--- src/rtl/mem_pkg.sv ---
// Shared definitions for the data-memory access path: size codes, FSM states, latched request.
// Latency: n/a (types and constants only).
// Backpressure: n/a.
package mem_pkg;

    // Size codes shared with the control unit's MemRead/MemWrite outputs
    localparam logic [1:0] SZ_NONE = 2'b00;
    localparam logic [1:0] SZ_B    = 2'b01;
    localparam logic [1:0] SZ_H    = 2'b10;
    localparam logic [1:0] SZ_W    = 2'b11;

    typedef enum logic [1:0] {
        ST_IDLE = 2'b00,
        ST_WAIT = 2'b01,
        ST_DONE = 2'b10
    } state_t;

    // Attributes of the access in flight, latched when the request is accepted
    typedef struct packed {
        logic       we;
        logic [1:0] size;
        logic [1:0] lane;
    } acc_t;

    // Naturally aligned: halves on even bytes, words on word boundaries
    function automatic logic is_aligned(input logic [1:0] size, input logic [1:0] lane);
        logic ok;
        case (size)
            SZ_H:    ok = ~lane[0];
            SZ_W:    ok = (lane == 2'b00);
            default: ok = 1'b1;
        endcase
        return ok;
    endfunction

endpackage

--- src/rtl/mem_lane_align.sv ---
// Byte-lane steering: byte enables, store-data replication, load extraction with sign extension.
// Latency: purely combinational.
// Backpressure: none; outputs follow inputs.
module mem_lane_align (
    input  logic [1:0]  size,
    input  logic [1:0]  lane,
    input  logic [31:0] wdata,
    input  logic [31:0] rdata_word,
    output logic [3:0]  be,
    output logic [31:0] wdata_rep,
    output logic [31:0] rdata_ext
);
    import mem_pkg::*;

    logic [31:0] byte_shift;
    logic [31:0] half_shift;

    // Bring the addressed byte / half down to bit 0 before extending
    assign byte_shift = rdata_word >> {lane, 3'b000};
    assign half_shift = rdata_word >> {lane[1], 4'b0000};

    // Lane selection per access size, little-endian
    always_comb begin
        be        = 4'b0000;
        wdata_rep = wdata;
        rdata_ext = '0;
        case (size)
            SZ_B: begin
                be        = 4'b0001 << lane;
                wdata_rep = {4{wdata[7:0]}};
                rdata_ext = {{24{byte_shift[7]}}, byte_shift[7:0]};
            end
            SZ_H: begin
                be        = lane[1] ? 4'b1100 : 4'b0011;
                wdata_rep = {2{wdata[15:0]}};
                rdata_ext = {{16{half_shift[15]}}, half_shift[15:0]};
            end
            SZ_W: begin
                be        = 4'b1111;
                wdata_rep = wdata;
                rdata_ext = rdata_word;
            end
            default: begin
                be        = 4'b0000;
                wdata_rep = wdata;
                rdata_ext = '0;
            end
        endcase
    end

endmodule

--- src/rtl/mem_access_ctrl.sv ---
// Sequences CPU lb/lh/lw/sb/sh/sw onto a word-wide memory with a req/ack handshake.
// Latency: request in cycle 0, m_req from cycle 1, done pulses the cycle after ack (min 2 cycles).
// Backpressure: stall holds the CPU from acceptance until ack or timeout; m_req held until m_ack.
module mem_access_ctrl #(
    parameter int TIMEOUT = 15,
    parameter int CNT_W   = 4
) (
    input  logic        clk,
    input  logic        rst_n,
    input  logic [1:0]  mem_read,
    input  logic [1:0]  mem_write,
    input  logic [31:0] addr,
    input  logic [31:0] wdata,
    output logic [31:0] rdata,
    output logic        stall,
    output logic        done,
    output logic        err_align,
    output logic        err_tmo,
    output logic        m_req,
    output logic        m_we,
    output logic [29:0] m_addr,
    output logic [3:0]  m_be,
    output logic [31:0] m_wdata,
    input  logic [31:0] m_rdata,
    input  logic        m_ack
);
    import mem_pkg::*;

    state_t             state, state_nxt;
    logic [CNT_W-1:0]   cnt, cnt_nxt;
    acc_t               acc, acc_nxt;
    logic               m_req_nxt;
    logic [29:0]        m_addr_nxt;
    logic [3:0]         m_be_nxt;
    logic [31:0]        m_wdata_nxt;
    logic [31:0]        rdata_nxt;
    logic               done_nxt;
    logic               err_align_nxt;
    logic               err_tmo_nxt;

    logic               req_vld;
    logic               req_ok;
    logic [1:0]         req_size;
    logic [1:0]         sel_size;
    logic [1:0]         sel_lane;
    logic [3:0]         lane_be;
    logic [31:0]        lane_wdata;
    logic [31:0]        lane_rdata;

    assign req_vld  = (mem_read != SZ_NONE) || (mem_write != SZ_NONE);
    assign req_size = (mem_read != SZ_NONE) ? mem_read : mem_write;
    assign req_ok   = !((mem_read != SZ_NONE) && (mem_write != SZ_NONE))
                      && is_aligned(req_size, addr[1:0]);

    // One aligner serves both directions: request fields while idle, latched fields afterwards
    assign sel_size = (state == ST_IDLE) ? req_size  : acc.size;
    assign sel_lane = (state == ST_IDLE) ? addr[1:0] : acc.lane;

    mem_lane_align u_align (
        .size       (sel_size),
        .lane       (sel_lane),
        .wdata      (wdata),
        .rdata_word (m_rdata),
        .be         (lane_be),
        .wdata_rep  (lane_wdata),
        .rdata_ext  (lane_rdata)
    );

    assign m_we = acc.we;

    // State and registered outputs; synchronous reset abandons any access in flight
    always_ff @(posedge clk) begin
        if (!rst_n) begin
            state     <= ST_IDLE;
            cnt       <= '0;
            acc       <= '0;
            m_req     <= 1'b0;
            m_addr    <= '0;
            m_be      <= '0;
            m_wdata   <= '0;
            rdata     <= '0;
            done      <= 1'b0;
            err_align <= 1'b0;
            err_tmo   <= 1'b0;
        end else begin
            state     <= state_nxt;
            cnt       <= cnt_nxt;
            acc       <= acc_nxt;
            m_req     <= m_req_nxt;
            m_addr    <= m_addr_nxt;
            m_be      <= m_be_nxt;
            m_wdata   <= m_wdata_nxt;
            rdata     <= rdata_nxt;
            done      <= done_nxt;
            err_align <= err_align_nxt;
            err_tmo   <= err_tmo_nxt;
        end
    end

    // Next-state, next register values and the combinational stall
    always_comb begin
        state_nxt     = state;
        cnt_nxt       = cnt;
        acc_nxt       = acc;
        m_req_nxt     = m_req;
        m_addr_nxt    = m_addr;
        m_be_nxt      = m_be;
        m_wdata_nxt   = m_wdata;
        rdata_nxt     = rdata;
        done_nxt      = 1'b0;
        err_align_nxt = 1'b0;
        err_tmo_nxt   = 1'b0;
        stall         = 1'b0;

        case (state)
            ST_IDLE: begin
                if (req_vld) begin
                    if (req_ok) begin
                        stall       = 1'b1;
                        acc_nxt     = '{we: (mem_write != SZ_NONE), size: req_size, lane: addr[1:0]};
                        m_req_nxt   = 1'b1;
                        m_addr_nxt  = addr[31:2];
                        m_be_nxt    = lane_be;
                        m_wdata_nxt = lane_wdata;
                        cnt_nxt     = '0;
                        state_nxt   = ST_WAIT;
                    end else begin
                        err_align_nxt = 1'b1;
                    end
                end
            end
            ST_WAIT: begin
                stall = 1'b1;
                if (m_ack) begin
                    // An ack in the final allowed cycle still wins over the timeout
                    m_req_nxt = 1'b0;
                    if (!acc.we) begin
                        rdata_nxt = lane_rdata;
                    end
                    done_nxt  = 1'b1;
                    state_nxt = ST_DONE;
                end else if (cnt == CNT_W'(TIMEOUT - 1)) begin
                    m_req_nxt = 1'b0;
                    if (!acc.we) begin
                        rdata_nxt = '0;
                    end
                    done_nxt    = 1'b1;
                    err_tmo_nxt = 1'b1;
                    state_nxt   = ST_DONE;
                end else begin
                    cnt_nxt = cnt + 1'b1;
                end
            end
            ST_DONE: begin
                state_nxt = ST_IDLE;
            end
            default: begin
                state_nxt = ST_IDLE;
            end
        endcase
    end

endmodule
--- config.mk ---
export PLATFORM = sky130hd
export DESIGN_NAME = mem_access_ctrl
export DESIGN_NICKNAME = d
export VERILOG_FILES = /design/src/rtl/mem_pkg.sv /design/src/rtl/mem_lane_align.sv /design/src/rtl/mem_access_ctrl.sv
export SDC_FILE = /design/constraint.sdc
export NUM_CORES = 1
export LEC_CHECK = 0
export ABC_CLOCK_PERIOD_IN_PS = 4100
export CAP_MARGIN = 40
export CORE_MARGIN = 1
export CORE_UTILIZATION = 49
export CTS_BUF_LIST = sky130_fd_sc_hd__clkbuf_4 sky130_fd_sc_hd__clkbuf_8 sky130_fd_sc_hd__clkbuf_16
export DETAILED_ROUTE_END_ITERATION = 6
export PLACE_DENSITY = 0.92
export SYNTH_ARGS = -nofsm -noshare
export SYNTH_HDL_FRONTEND = slang
export SYNTH_HIERARCHICAL = 1
export SYNTH_SLANG_ARGS = --single-unit
--- constraint.sdc ---
create_clock -name clk -period 4.1 [get_ports clk]
set_clock_uncertainty 0.2 [all_clocks]
set_input_delay 0.615 -clock clk [delete_from_list [all_inputs] [get_ports clk]]
set_output_delay 0.615 -clock clk [all_outputs]
set_load 0.01 [all_outputs]
==> results_dict.tcl, run 1 <==
set metrics [dict create \
    core_mm2 0.01147 \
    h-tree-depth 4 \
    rsz0062_at_grt "false" \
    min_period_ps 3381 \
    worst_slack_ps 718.6 \
    finalSetupTns_ps 0 \
    crit_path_frequent_cell "clkdlybuf4s50_1" \
    ctsResizeCount 0 \
    place_ws_ps 604.0 \
    synthFlopType "dfxtp_1" \
    fin_util_pct 72.48 \
    grt_pass1_vias 5701 \
    r2r-end "rdata[16]" \
    port_buffers 206 \
    cts_tree "built" \
    cts_buffer_depth 2 \
    layout.nets 1001 \
    setup_viol 0 \
    synth-async-reset-ratio_pct 0 \
    startpoint_type "primary input" \
    path_class "primary input to primary output" \
    tightest_slew_ps 857.6 \
    slowest_delay_ps 600 \
    holdPathStages 2 \
    end_kind "primary output" \
    yosysSeqAreaShare_pct 39.18 \
    rows 39 \
    hold_start "m_wdata[23]" \
    grt_max_degree 124 \
    drv_slew 0 \
    max-vdd-ir-drop_v 0.0003004 \
    cp_data_arrival_time_ps 2570 \
    drt-total-wl_um 17500 \
    synth_top_cell_by_area "dfxtp_1" \
    powerDensity_mw_per_mm2 412.5 \
    syn-num-nets 839 \
    route.antenna.remaining_nets 0 \
    total_power_mw 3.429 \
    postCtsHoldBufs 0 \
    r2r_slack_ps 1040 \
    synth_cell_types 41 \
    syn_inst 729 \
    cp_max_fo 7 \
    p_leak_nw 3.125 \
    yosysMostFrequentCell "nand2_1" \
    drive_gt1_share_pct 6.866 \
    synth_top_area_share_pct 39.18 \
    cts.sinks 113 \
    hold_class "flop to flop" \
    max_clock_freq_mhz 295.7 \
    globalRouteOverflowTotal 0 \
    cap_violations 0 \
    hold_slack_ps 255.4 \
    grt_first_pass_wirelength_um 28020 \
    hold_viol_final 0 \
    fp.dieH_um 110.6 \
    area_growth_pct 43.94 \
    grt_antenna_before_repair 0 \
    routabilityCongestion 0.9242 \
    grtUsageTotal_pct 28.54 \
    cts-root-buf "clkbuf_16" \
    first_pass_iters 6 \
    path_clk_slew_ps 60 \
    slew_headroom_pct 42.82 \
    worstSkewPairLatency_ps 400 \
    cpMaxStageDelayCell "clkdlybuf4s50_1" \
    die-area_mm2 0.01222 \
    initial_core_util_pct 50.35 \
    synth-seq-cells 113 \
    syn_area_mm2 0.005774 \
    cts_setup_buffers 0 \
    numCtsBuffers 17 \
    hold_end "m_wdata[23]" \
    fin_crit_sh_pct 82.47 \
    dpl.hpwl_um 11750 \
    synth_edf_count 0 \
    yosys_warnings 6 \
    critical_path.startpoint "mem_read[1]" \
    synth_commonest_cells "178 x nand2_1, 113 x dfxtp_1, 71 x mux2i_1, 64 x nand3_1, 50 x clkbuf_1" \
    io_pins 207 \
    dr.first_iter.drc_count 559 \
    ys_top_cells_by_area "dfxtp_1 39%, mux2i_1 12%, nand2_1 12%, nand3_1 5.5%, a21oi_1 3.5%" \
    status "finished, final reports clean" \
    drc_errors 0 \
    synth.avg_cell_area_um2 7.921 \
    wl_per_cell_um 16.73 \
    diodes 0 \
    r2r_cells 7 \
    die_x_um 110.6 \
    viasPerCell 5.661 \
    vias 5921 \
    cp_cell_sequence "clkdlybuf4s50_1 > o22ai_1 > nor2b_1 > o211a_4 > or2_2 > clkdlybuf4s50_1" \
    r2r_start "state[1]" \
    required_ps 3280 \
]
[placed cells by master, fill, tap and decap left out, types with 11 or more instances in the layout]
master	n
clkdlybuf4s50_1	205
nand2_1	178
dfxtp_1	113
mux2i_1	71
nand3_1	64
a21oi_1	40
o21ai_0	39
nor2_1	21
inv_1	17
clkbuf_16	17
a22oi_1	16
buf_4	11
[layout make-up]
class                   count  area, µm²
clock buffers              20      466.7
flip-flops and latches    113       2262
fillers                   814       3156
clock inverters            11      82.58
repair buffers            218       2151
multi-input cells         524       3107
inverters                  17      63.81
well taps                 143      178.9
[metrics by stage]
step / std cells / instance area [µm²]
5_1_grt: 1046 / 8312
3_5_place_dp: 1015 / 7762
3_3_place_gp: 1014 / 7757
4_1_cts: 1046 / 8312
6_report: 1046 / 8312
2_1_floorplan: 729 / 5774
[state kept, by name, indices dropped and copies added, names as in the netlist]
name       cells
cnt            4
err_tmo        1
err_align      1
rdata         32
acc            4
state          2
m_we           1
m_req          1
done           1
m_wdata       32
m_addr        30
m_be           4
[power breakdown]
group | internal [mW] | switching (mW)
Clock | 0.819 | 0.534
Sequential | 1.17 | 0.0391
Combinational | 0.411 | 0.457
[cell families after synthesis]
logic type,Yosys count,synth area share [%]
buf+inv,92,7.302
flops,113,39.18
fa+ha+maj,7,1.517
compound gates,152,16.64
simple gates,283,20.72
mux,82,14.65
[critical path, delay by kind of cell]
family	cells	cell delay [ps]
compound gates	2	390
buf+inv	2	1090
simple gates	2	460
[worst max-delay path by stage]
stage,end,slack [ps],cells past startpoint
floorplan,rdata[7],1540,11
finish,stall,720,6
detailed placement,rdata[15],600,11
global placement,rdata[2],670,9
CTS,stall,730,6
global route,rdata[7],620,11
[layer usage]
layer / up-vias / part of all wire (%) / global-route usage (%)
met5: - / 0 / 0
met1: 2693 / 40 / 33.23
met3: 60 / 8.8 / 8.727
li1: 2844 / - / -
met2: 324 / 48 / 47.16
met4: 0 / 3.9 / 14.76
No activity file was read; power rests on OpenSTA's default activity.
==> inputs of run 2 (changes only) <==
ABC_CLOCK_PERIOD_IN_PS = 2800   (was 4100)
CORE_UTILIZATION = 41   (was 49)
PLACE_DENSITY = 0.83   (was 0.92)
clock period = 2.8 ns   (was 4.1 ns; I/O delays follow)
==> run 2 against run 1 <==
Final cell count grew 5.4%. Die area grew 19%. Via count shrank 2.0%. Non-clock buffer count grew 24. Worst setup slack lost 660 ps. First-iteration DRC count grew 14%. Flip-flop and latch count is the same. Register-to-register slack lost 880 ps. Routed wire length shrank 0.90%. Combinational power grew 58%. Sequential share of layout area shrank 1.3 points. Highest routed layer unchanged.
==> results_dict.tcl, run 2 (synthesis gave the netlist of run 1 again) <==
set metrics [dict create \
    vias 5802 \
    core_mm2 0.01351 \
    cap_violations 0 \
    tightest_slew_ps 426.0 \
    layout_commonest_cell "clkdlybuf4s50_1" \
    max_clock_freq_mhz 364.3 \
    dpl.hpwl_um 12120 \
    rsz0062_at_grt "false" \
    cts.sinks 113 \
    setup_viol 0 \
    layout.nets 1025 \
    drt-total-wl_um 17350 \
    place_ws_ps -238.5 \
    diodes 0 \
    cts_tree "built" \
    cp_cell_sequence "clkdlybuf4s50_1 > buf_6 > o22ai_1 > nor2b_1 > o211a_4 > or2_2 > dlygate4sd2_1" \
    drive_gt1_share_pct 9.601 \
    hold_class "primary input to flop" \
    postCtsHoldBufs 0 \
    path_clk_slew_ps 50 \
    rows 42 \
    max-vdd-ir-drop_v 0.0004257 \
    cts-root-buf "clkbuf_16" \
    dr.first_iter.drc_count 640 \
    fin_area_mm2 0.008741 \
    die-area_mm2 0.01456 \
    port_buffers 206 \
    r2r_start "state[1]" \
    slew_headroom_pct 70.87 \
    h-tree-depth 4 \
    wl_per_cell_um 15.73 \
    slowest_delay_ps 510 \
    startpoint_type "primary input" \
    grtUsageTotal_pct 23.96 \
    cts_buffer_depth 2 \
    route.antenna.remaining_nets 0 \
    critical_path.startpoint "mem_read[0]" \
    grt_antenna_before_repair 0 \
    fill_cells 1129 \
    drc_errors 0 \
    cpMaxStageDelayCell "clkdlybuf4s50_1" \
    critPathCapture "stall" \
    cp_data_arrival_time_ps 2120 \
    r2r_cells 9 \
    required_ps 2180 \
    cp_max_fo 6 \
    grt_max_degree 70 \
    grt_pass1_vias 5487 \
    worst_slack_ps 55.18 \
    min_period_ps 2745 \
    cts_setup_buffers 0 \
    hold_viol_final 0 \
    fp.dieH_um 120.7 \
    area_growth_pct 51.38 \
    numCtsBuffers 17 \
    die_x_um 120.7 \
    drv_slew 0 \
    path_class "primary input to primary output" \
    p_leak_nw 3.344 \
    top_regs "m_wdata: 32 flops, rdata: 32 flops, m_addr: 30 flops" \
    first_pass_iters 5 \
    powerDensity_mw_per_mm2 619.2 \
    total_power_mw 5.413 \
    final_cell_mix "202 x clkdlybuf4s50_1, 178 x nand2_1, 113 x dfxtp_1" \
    r2r_slack_ps 160 \
    worstSkewPairLatency_ps 410 \
    status "finished, final reports clean" \
    routabilityCongestion 0.8899 \
    globalRouteOverflowTotal 0 \
    dpl_cell_area_mm2 0.008084 \
    viasPerCell 5.260 \
    end_kind "primary output" \
    io_pins 207 \
    grt_first_pass_wirelength_um 27530 \
    initial_core_util_pct 42.76 \
    r2r-end "rdata[19]" \
    fin_crit_sh_pct 98.03 \
]
[run 2: where the power goes]
| part | total [mW] | switching (mW) | internal, mW |
|---|---|---|---|
| sequential | 1.77 | 0.0535 | 1.71 |
| clock | 2.27 | 0.728 | 1.54 |
| combinational | 1.37 | 0.688 | 0.686 |
| total | 5.41 | 1.47 | 3.94 |
[run 2: repair_timing]
item                       4_1_cts  5_1_grt
resized for setup                5        4
setup endpoints to repair        1        7
gates cloned                     0        0
[run 2: worst max-delay path: cells and delay by family]
kind / cells / cell delay, ps
compound gates: 2 / 340
buf+inv: 3 / 940
simple gates: 2 / 430
[run 2: cell type report]
type / instances / area, µm² / area share (%)
clock buffers: 21 / 467.9 / 5.354
repair buffers: 242 / 2439 / 27.90
multi-input cells: 524 / 3129 / 35.80
flip-flops and latches: 113 / 2262 / 25.88
clock inverters: 10 / 158.9 / 1.818
well taps: 176 / 220.2 / 2.519
inverters: 17 / 63.81 / 0.7300
[run 2: metal layers]
metal	up-vias	share of wire [%]	GRT usage (%)
met2	261	47	39.37
met5	-	0	0
met3	18	9.0	7.453
li1	2890	-	-
met1	2633	43	29.99
met4	0	1.0	7.022
[run 2: worst min-delay path by stage]
stage,from,to,slack (ps),cells after the start
2_1_floorplan,acc[0],acc[0],230,2
3_3_place_gp,m_addr[20],m_addr[20],240,2
3_5_place_dp,m_wdata[12],m_wdata[12],250,2
4_1_cts,rst_n,state[0],220,2
5_1_grt,rst_n,m_req,240,2
6_report,rst_n,m_req,230,2
[run 2: through the flow]
step	TNS, ps	util (%)	instances	hold WS [ps]
2_1_floorplan	0	-	729	232.2
3_3_place_gp	-5938	59.82	1071	240.5
3_5_place_dp	-6949	59.86	1072	245.4
4_1_cts	0	64.63	1103	219.5
5_1_grt	0	64.72	1103	240.5
6_report	0	64.72	1103	225.6
